==> src/rtl/conv_output_reader_pkg.sv <==
// Shared constants, stream indices and FSM encoding for the convolutional
// encoder output reader.
package conv_output_reader_pkg;

  localparam int unsigned K_SMALL  = 1056;
  localparam int unsigned K_LARGE  = 6144;
  localparam int unsigned NB_SMALL = K_SMALL / 8;  // 132 bytes per stream
  localparam int unsigned NB_LARGE = K_LARGE / 8;  // 768 bytes per stream
  localparam int unsigned NB_W     = 10;

  // Subblock stream indices
  localparam logic [1:0] D0 = 2'd0;
  localparam logic [1:0] D1 = 2'd1;
  localparam logic [1:0] D2 = 2'd2;

  typedef enum logic [1:0] {
    StIdle,
    StReq,
    StCap,
    StOut
  } rd_state_e;

  // Bytes per stream for a given block size select
  function automatic logic [NB_W-1:0] nb_of(input logic size_sel);
    return size_sel ? NB_W'(NB_LARGE) : NB_W'(NB_SMALL);
  endfunction

  // One-hot read request for a stream index; zero for an illegal index
  function automatic logic [2:0] strm_onehot(input logic [1:0] strm);
    logic [2:0] oh;
    oh = 3'b000;
    unique case (strm)
      D0:      oh = 3'b001;
      D1:      oh = 3'b010;
      D2:      oh = 3'b100;
      default: oh = 3'b000;
    endcase
    return oh;
  endfunction

endpackage

==> src/rtl/conv_output_reader.sv <==
// Drains the three subblock FIFOs of one coded block into a single byte
// stream, interleaved d0,d1,d2 per byte, with valid/ready and sop/eop.
// One block is queued behind the active one; further requests set overflow.
module conv_output_reader
  import conv_output_reader_pkg::*;
#(
  parameter int unsigned W = 8
) (
  input  logic         clk,
  input  logic         reset,
  input  logic         blk_done,
  input  logic         size_sel,
  input  logic [W-1:0] q0,
  input  logic [W-1:0] q1,
  input  logic [W-1:0] q2,
  input  logic [2:0]   fifo_empty,
  output logic [2:0]   rdreq_subblock,
  output logic [W-1:0] out_data,
  output logic         out_valid,
  input  logic         out_ready,
  output logic         out_sop,
  output logic         out_eop,
  output logic         busy,
  output logic         overflow
);

  rd_state_e       state_q, state_d;
  logic [NB_W-1:0] nb_q, nb_d;
  logic [NB_W-1:0] byte_idx_q, byte_idx_d;
  logic [1:0]      strm_q, strm_d;
  logic            pend_q, pend_d;
  logic            pend_size_q, pend_size_d;
  logic            busy_q, busy_d;
  logic            ovf_q, ovf_d;
  logic [W-1:0]    out_data_q, out_data_d;
  logic            out_valid_q, out_valid_d;
  logic            out_sop_q, out_sop_d;
  logic            out_eop_q, out_eop_d;

  logic [W-1:0]    q_sel;
  logic            empty_sel;
  logic            last_byte;

  // Select the FIFO data and empty flag of the current stream
  always_comb begin
    q_sel     = '0;
    empty_sel = 1'b1;
    unique case (strm_q)
      D0: begin q_sel = q0; empty_sel = fifo_empty[0]; end
      D1: begin q_sel = q1; empty_sel = fifo_empty[1]; end
      D2: begin q_sel = q2; empty_sel = fifo_empty[2]; end
      default: begin q_sel = '0; empty_sel = 1'b1; end
    endcase
  end

  assign last_byte = (byte_idx_q == nb_q - NB_W'(1)) && (strm_q == D2);

  // Next-state, read request and output register logic
  always_comb begin
    state_d        = state_q;
    nb_d           = nb_q;
    byte_idx_d     = byte_idx_q;
    strm_d         = strm_q;
    pend_d         = pend_q;
    pend_size_d    = pend_size_q;
    busy_d         = busy_q;
    ovf_d          = ovf_q;
    out_data_d     = out_data_q;
    out_valid_d    = out_valid_q;
    out_sop_d      = out_sop_q;
    out_eop_d      = out_eop_q;
    rdreq_subblock = 3'b000;

    unique case (state_q)
      StIdle: begin
        if (blk_done || pend_q) begin
          // A queued block has priority; a simultaneous new pulse takes its slot
          nb_d        = pend_q ? nb_of(pend_size_q) : nb_of(size_sel);
          pend_d      = pend_q && blk_done;
          pend_size_d = (pend_q && blk_done) ? size_sel : pend_size_q;
          byte_idx_d  = '0;
          strm_d      = D0;
          busy_d      = 1'b1;
          state_d     = StReq;
        end
      end
      StReq: begin
        if (!empty_sel) begin
          rdreq_subblock = strm_onehot(strm_q);
          state_d        = StCap;
        end
      end
      StCap: begin
        // Non-show-ahead FIFO: data requested last cycle is on q now
        out_data_d  = q_sel;
        out_valid_d = 1'b1;
        out_sop_d   = (byte_idx_q == '0) && (strm_q == D0);
        out_eop_d   = last_byte;
        state_d     = StOut;
      end
      StOut: begin
        if (out_ready) begin
          out_valid_d = 1'b0;
          out_sop_d   = 1'b0;
          out_eop_d   = 1'b0;
          if (strm_q == D2) begin
            strm_d     = D0;
            byte_idx_d = byte_idx_q + NB_W'(1);
          end else begin
            strm_d = strm_q + 2'd1;
          end
          if (out_eop_q) begin
            busy_d  = 1'b0;
            state_d = StIdle;
          end else begin
            state_d = StReq;
          end
        end
      end
      default: state_d = StIdle;
    endcase

    // busy_q is still set on the eop-accept cycle, so a pulse there queues
    if (blk_done && busy_q) begin
      if (!pend_q) begin
        pend_d      = 1'b1;
        pend_size_d = size_sel;
      end else begin
        ovf_d = 1'b1;
      end
    end
  end

  // State and output registers with synchronous reset
  always_ff @(posedge clk) begin
    if (reset) begin
      state_q     <= StIdle;
      nb_q        <= '0;
      byte_idx_q  <= '0;
      strm_q      <= D0;
      pend_q      <= 1'b0;
      pend_size_q <= 1'b0;
      busy_q      <= 1'b0;
      ovf_q       <= 1'b0;
      out_data_q  <= '0;
      out_valid_q <= 1'b0;
      out_sop_q   <= 1'b0;
      out_eop_q   <= 1'b0;
    end else begin
      state_q     <= state_d;
      nb_q        <= nb_d;
      byte_idx_q  <= byte_idx_d;
      strm_q      <= strm_d;
      pend_q      <= pend_d;
      pend_size_q <= pend_size_d;
      busy_q      <= busy_d;
      ovf_q       <= ovf_d;
      out_data_q  <= out_data_d;
      out_valid_q <= out_valid_d;
      out_sop_q   <= out_sop_d;
      out_eop_q   <= out_eop_d;
    end
  end

  assign out_data  = out_data_q;
  assign out_valid = out_valid_q;
  assign out_sop   = out_sop_q;
  assign out_eop   = out_eop_q;
  assign busy      = busy_q;
  assign overflow  = ovf_q;

endmodule

==> config.mk <==
export PLATFORM = sky130hd
export DESIGN_NAME = conv_output_reader
export DESIGN_NICKNAME = d
export VERILOG_FILES = /design/src/rtl/conv_output_reader_pkg.sv /design/src/rtl/conv_output_reader.sv
export SDC_FILE = /design/constraint.sdc
export NUM_CORES = 1
export LEC_CHECK = 0
export ABC_CLOCK_PERIOD_IN_PS = 3500
export CORE_MARGIN = 2
export CORE_UTILIZATION = 43
export CTS_BUF_LIST = sky130_fd_sc_hd__clkbuf_8
export DETAILED_ROUTE_END_ITERATION = 7
export PLACE_DENSITY = 0.76
export SYNTH_ARGS = -nofsm -noshare
export SYNTH_HDL_FRONTEND = slang
export SYNTH_SLANG_ARGS = --single-unit
==> constraint.sdc <==
create_clock -name clk -period 3.5 [get_ports clk]
set_clock_uncertainty 0.2 [all_clocks]
set_input_delay 0.35 -clock clk [delete_from_list [all_inputs] [get_ports clk]]
set_output_delay 0.35 -clock clk [all_outputs]
set_load 0.01 [all_outputs]
-- Yosys cells after proc, flatten, opt, wreduce, memory -nomap -nowiden
Index checks and enable logic that the tools add are counted.
- flip-flop bits (word level): 39
- input bits: 32
- output and inout port bits: 16
- word-level logic and storage cells: 81
- add/subtract/negate cells: 3
- equality and inequality tests: 11
- mux-type cells: 38
- reduce and logical (&&, ||, !) cells: 17
- operators by type and width (operator ; number):
    10-bit 2-to-1 mux ; 6
    8-bit case mux with 3 select lines ; 1
    10-bit case mux with 2 select lines ; 1
    1-bit 2-to-1 mux ; 14
    2-bit 2-to-1 mux ; 6
    10-bit by 1-bit adder with 10-bit output, second input constant ; 1
    10-bit == test ; 1
    10-bit zero test ; 1
    2-bit != test, second input constant ; 5
    10-bit by 1-bit subtractor with 10-bit output, second input constant ; 1
    3-bit case mux with 3 select lines ; 1
    1-bit case mux with 2 select lines ; 4
    2-bit case mux with 4 select lines ; 1
    4-bit AND reduction ; 2
    2-bit == test, second input constant ; 3
    3-bit 2-to-1 mux ; 2
    2-bit AND reduction ; 3
    3-bit AND reduction ; 2
    2-bit by 1-bit == test with 1-bit output, second input constant ; 2
    1-bit logical AND ; 4
    2-bit zero test ; 2
    2-bit case mux with 2 select lines ; 1
    2-bit nonzero test ; 2
    1-bit case mux with 3 select lines ; 1
    2 further kinds ; 2

-- Longest topological paths before layout
- word-level depth: 6
- mapped depth: 7
- depth with buffers taken out: 6

-- Least setup slack after synthesis
Ideal clock, no wire load.
- path type: register -> register
- start point: register state_q[0]
- end point: register byte_idx_q[5]
- setup time: 0.070 ns
- arrival: 1.693 ns
- data required time: 3.230 ns
- setup slack: 1.537 ns
- cell stages (with the launch flop): 7
- buffers on the path: 0
- clock period less this slack: 1.963 ns
- cells stage by stage: dfxtp_1 > inv_1 > ha_1 > nor3b_2 > a211o_1 > or4_1 > a21oi_1
- word-level cells in the longest chain between the ends: 3
- elaborated cells on any way between the ends: 8
- classes of those cells: eq/ne (4); mux (1); reduce/logical (3)
- RTL lines (item ; RTL line ; RTL):
    from (decl) ; conv_output_reader.sv:27 ; rd_state_e state_q, state_d;
    from (signal assigned) ; conv_output_reader.sv:137 ; state_q <= StIdle;
    from (signal assigned) ; conv_output_reader.sv:150 ; state_q <= state_d;
    2-bit == test / 2-bit zero test (equally long branches) ; conv_output_reader.sv:74 ; unique case (state_q)
    2-bit != test (no source line) / 2-bit nonzero test (equally long branches) ; -- ;
    4-bit AND reduction (no source line) ; -- ;
    to (signal assigned) ; conv_output_reader.sv:152 ; byte_idx_q <= byte_idx_d;
    to (decl) ; conv_output_reader.sv:29 ; logic [NB_W-1:0] byte_idx_q, byte_idx_d;
Several ways; a longest one is shown, not always the timed one.
A chain may end at the register's enable or synchronous reset.

-- Worst setup path after layout
- start point: register strm_q[0]
- end point: output port rdreq_subblock[1]
- word-level cells in the longest chain between the ends: 4
- elaborated cells on any way between the ends: 7
- classes of those cells: eq/ne (2); mux (4); reduce/logical (1)
- RTL lines (item ; RTL line ; RTL):
    from (decl) ; conv_output_reader.sv:30 ; logic [1:0] strm_q, strm_d;
    from (signal assigned) ; conv_output_reader.sv:153 ; strm_q <= strm_d;
    2-bit == test, or another cell as far along ; conv_output_reader_pkg.sv:32, conv_output_reader.sv:48 ;
    3-bit case mux with 3 select lines / 1-bit case mux with 3 select lines (equally long branches) ; conv_output_reader_pkg.sv:32, conv_output_reader.sv:48 ;
    3-bit 2-to-1 mux * ; conv_output_reader.sv:88 ; if (!empty_sel) begin
    3-bit 2-to-1 mux * ; conv_output_reader.sv:74 ;
    to (decl) ; conv_output_reader.sv:17 ; output logic [2:0] rdreq_subblock,
Every way passes the cells marked *; elsewhere a longest branch is shown, timed or not.

==> impl_metrics.py <==
metrics = {
    "timing": {
        "tns_ps": 0,
        "layout_setup_ws_ps": 1000,
        "tightest_slew_ps": 743,
        "drv_slew": 0,
        "finalSetupViolations": 0,
        "fmax_mhz": 401,
        "period_minus_slack_ps": 2500,
        "hold_violations": 0,
        "rsz0062_at_grt": "no",
        "slew-limit-headroom_pct": 50.3,
        "min_period_over_period_pct": 71.3,
    },
    "place": {
        "portBuffers": 47,
        "place_hpwl_um": 3090,
        "place_ws_ps": 1210,
        "gp_congestion": 0.811,
        "dp.cells": 301,
    },
    "synth": {
        "synthesis.nets": 254,
        "synth_seq_cells": 31,
        "syn_area_sq_um": 1760,
        "ys_async_sr_fraction_pct": 0,
        "synth_enable_flop_cells": 0,
        "synthFlopType": "dfxtp_1",
        "netlist_top_cells_area": "dfxtp_1, a21oi_1, mux2i_1",
        "synth_top_area_cell": "dfxtp_1",
        "synth.most_common_cell": "dfxtp_1",
        "yosysTopAreaCellShare_pct": 35.3,
        "yosys_warnings": 0,
        "synth_common_cells": "dfxtp_1, nor2_1, a21oi_1",
        "ys_types": 48,
        "ys_seq_area_share_pct": 35.3,
        "avgSynthCellArea_sq_um": 8.22,
        "netlist_instances": 214,
    },
    "pwr": {
        "ir_drop_mv": 0.355,
        "powerDensity_nw_per_um2": 599,
        "power_leakage_nw": 0.828,
        "power.total_mw": 1.41,
    },
    "routing": {
        "vias": 1672,
        "drc": 0,
        "viasPerCell": 5.41,
        "post_drt_wl_per_cell_um": 13.1,
        "drt-total-wl_um": 4060,
        "drt_pass1_iterations": 5,
        "ant_nets": 0,
        "drtIter0Drc": 100,
    },
    "floorplan": {
        "die_area_sq_um": 4620,
        "core-area_sq_um": 3970,
        "rows": 23,
        "ioPinCount": 48,
        "die_w_um": 68.0,
        "start_util_pct": 44.3,
        "die_h_um": 68.0,
    },
    "layout": {
        "layout-drive-gt1-share_pct": 6.56,
        "final-instance-count-excl-fill": 309,
        "antenna_cells": 0,
        "fill_cells": 378,
        "utilization_pct": 59.1,
        "nNetsFinal": 298,
        "multi_input_area_sq_um": 1040,
        "seq_area_sq_um": 621,
        "areaGrowthSynthToFinish_pct": 33.4,
    },
    "clock_network": {
        "postCtsSetupRepairBufs": 0,
        "clock-sinks": 31,
        "htree_levels": 2,
        "cts_tree": "done",
        "root_buffer": "clkbuf_8",
        "clock_path_buffers": 2,
        "cts_resized": 0,
        "ctsHoldBuffers": 0,
        "cts_made_buffers": 5,
        "clock_latency_ps": 290,
        "clk_pin_slew_ps": 60,
    },
    "grt": {
        "grt_max_degree": 18,
        "overflow": 0,
        "grt_pass1_vias": 1556,
        "antenna_found_initial": 0,
        "grt_use_total_pct": 20.0,
        "grt_pass1_wl_um": 6940,
    },
    "worst_setup_path": {
        "crit_buf_inv": 1,
        "cp_data_required_time_ps": 2950,
        "slowest_delay_ps": 770,
        "crit_family": "flip-flops",
        "cp.arrival_ps": 1950,
        "cp_slowest_cell": "dfxtp_1",
        "crit_chain": "nor4bb_1 -> clkdlybuf4s50_1",
        "cp_max_fo": 16,
        "end_kind": "primary output",
        "worstSetupStartpointType": "register",
        "criticalPathCategory": "reg2out",
    },
    "flow_run": {
        "cap_violations": 0,
    },
    "hold_path": {
        "min_path_type": "reg2reg",
    },
    "outcome": {
        "status": "complete, no violations",
    },
}
==> cell usage in the layout (no fill, tap or decap), types with 2 or more instances in the layout <==
cell type / instances
mux2_2: 2
inv_1: 14
nand2b_1: 2
a21oi_1: 24
ha_1: 8
or3_1: 2
nor3_1: 2
nand2_1: 14
a31o_2: 3
xnor2_1: 2
or4_1: 3
clkbuf_8: 7
nand3b_1: 2
mux2i_1: 11
o21a_1: 2
nand4_1: 6
dfxtp_1: 31
nand3_1: 8
o21ai_0: 6
nor2_1: 27
clkdlybuf4s50_1: 47
o31ai_1: 2
and3_1: 2
a211oi_1: 8
nor2b_1: 2
==> worst register-to-register path: cells and delay by family (launching register included) <==
| kind | cells | cell delay (ps) |
|---|---|---|
| and+or+nand+nor | 2 | 770 |
| adders and majority gates | 1 | 550 |
| DFF | 1 | 330 |
| AOI/OAI and AO/OA | 2 | 260 |
| buffers and inverters | 1 | 150 |
==> per-layer routing <==
layer / vias up / global-route usage, % / wire length (um)
met2: 48 / 30.2 / 1780
li1: 860 / - / -
met5: - / 0 / 0
met3: 7 / 6.58 / 286
met4: 0 / 9.00 / 75
met1: 757 / 25.7 / 1920
==> stage by stage <==
stage / instance area, sq um / hold slack [ps]
final: 2350 / 253
after global routing: 2350 / 271
after CTS: 2350 / 256
after detailed placement: 2250 / 247
after global placement: 2250 / 241
after floorplan: 1760 / 236
==> final timing paths <==
kind | start | to | slack, ps | cells after the start
min | out_sop | out_sop | 250 | 2
max reg2reg | state_q[0] | out_sop | 1180 | 6
min reg2reg | out_sop | out_sop | 250 | 2
max | strm_q[0] | rdreq_subblock[1] | 1000 | 2
==> area by class of cell <==
class	count	share of cell area, %
well taps	50	2.67
inverters	13	2.08
multi-input cells	159	44.2
clock inverters	1	0.160
clock buffers	7	4.11
repair buffers	48	20.4
flip-flops and latches	31	26.5
==> power by group <==
group          switching, mW  internal [mW]  leakage [nW]
Clock                  0.133          0.176        0.0557
Combinational          0.315          0.295         0.521
Sequential            0.0581          0.428         0.252
Total                  0.506          0.899         0.828
==> state kept, by name (all words and copies together) (netlist names) <==
signal,count
byte_idx_q,10
out_sop,1
overflow,1
state_q,2
pend_size_q,1
pend_q,1
out_valid,1
out_eop,1
nb_q,2
out_data,8
strm_q,2
busy,1
==> logic make-up (layout without fill, tap and decap cells) <==
logic type      count (synthesis)  count (layout)  synth area share (%)
mux                            13              13                  7.54
xor+xnor                        3               3                  1.49
simple gates                   79              79                  23.5
fa+ha+maj                       8               8                  5.69
flops                          31              31                  35.3
compound gates                 56              56                  20.7
buf+inv                        24              69                  5.83
Power figures use the tool's default switching activity.
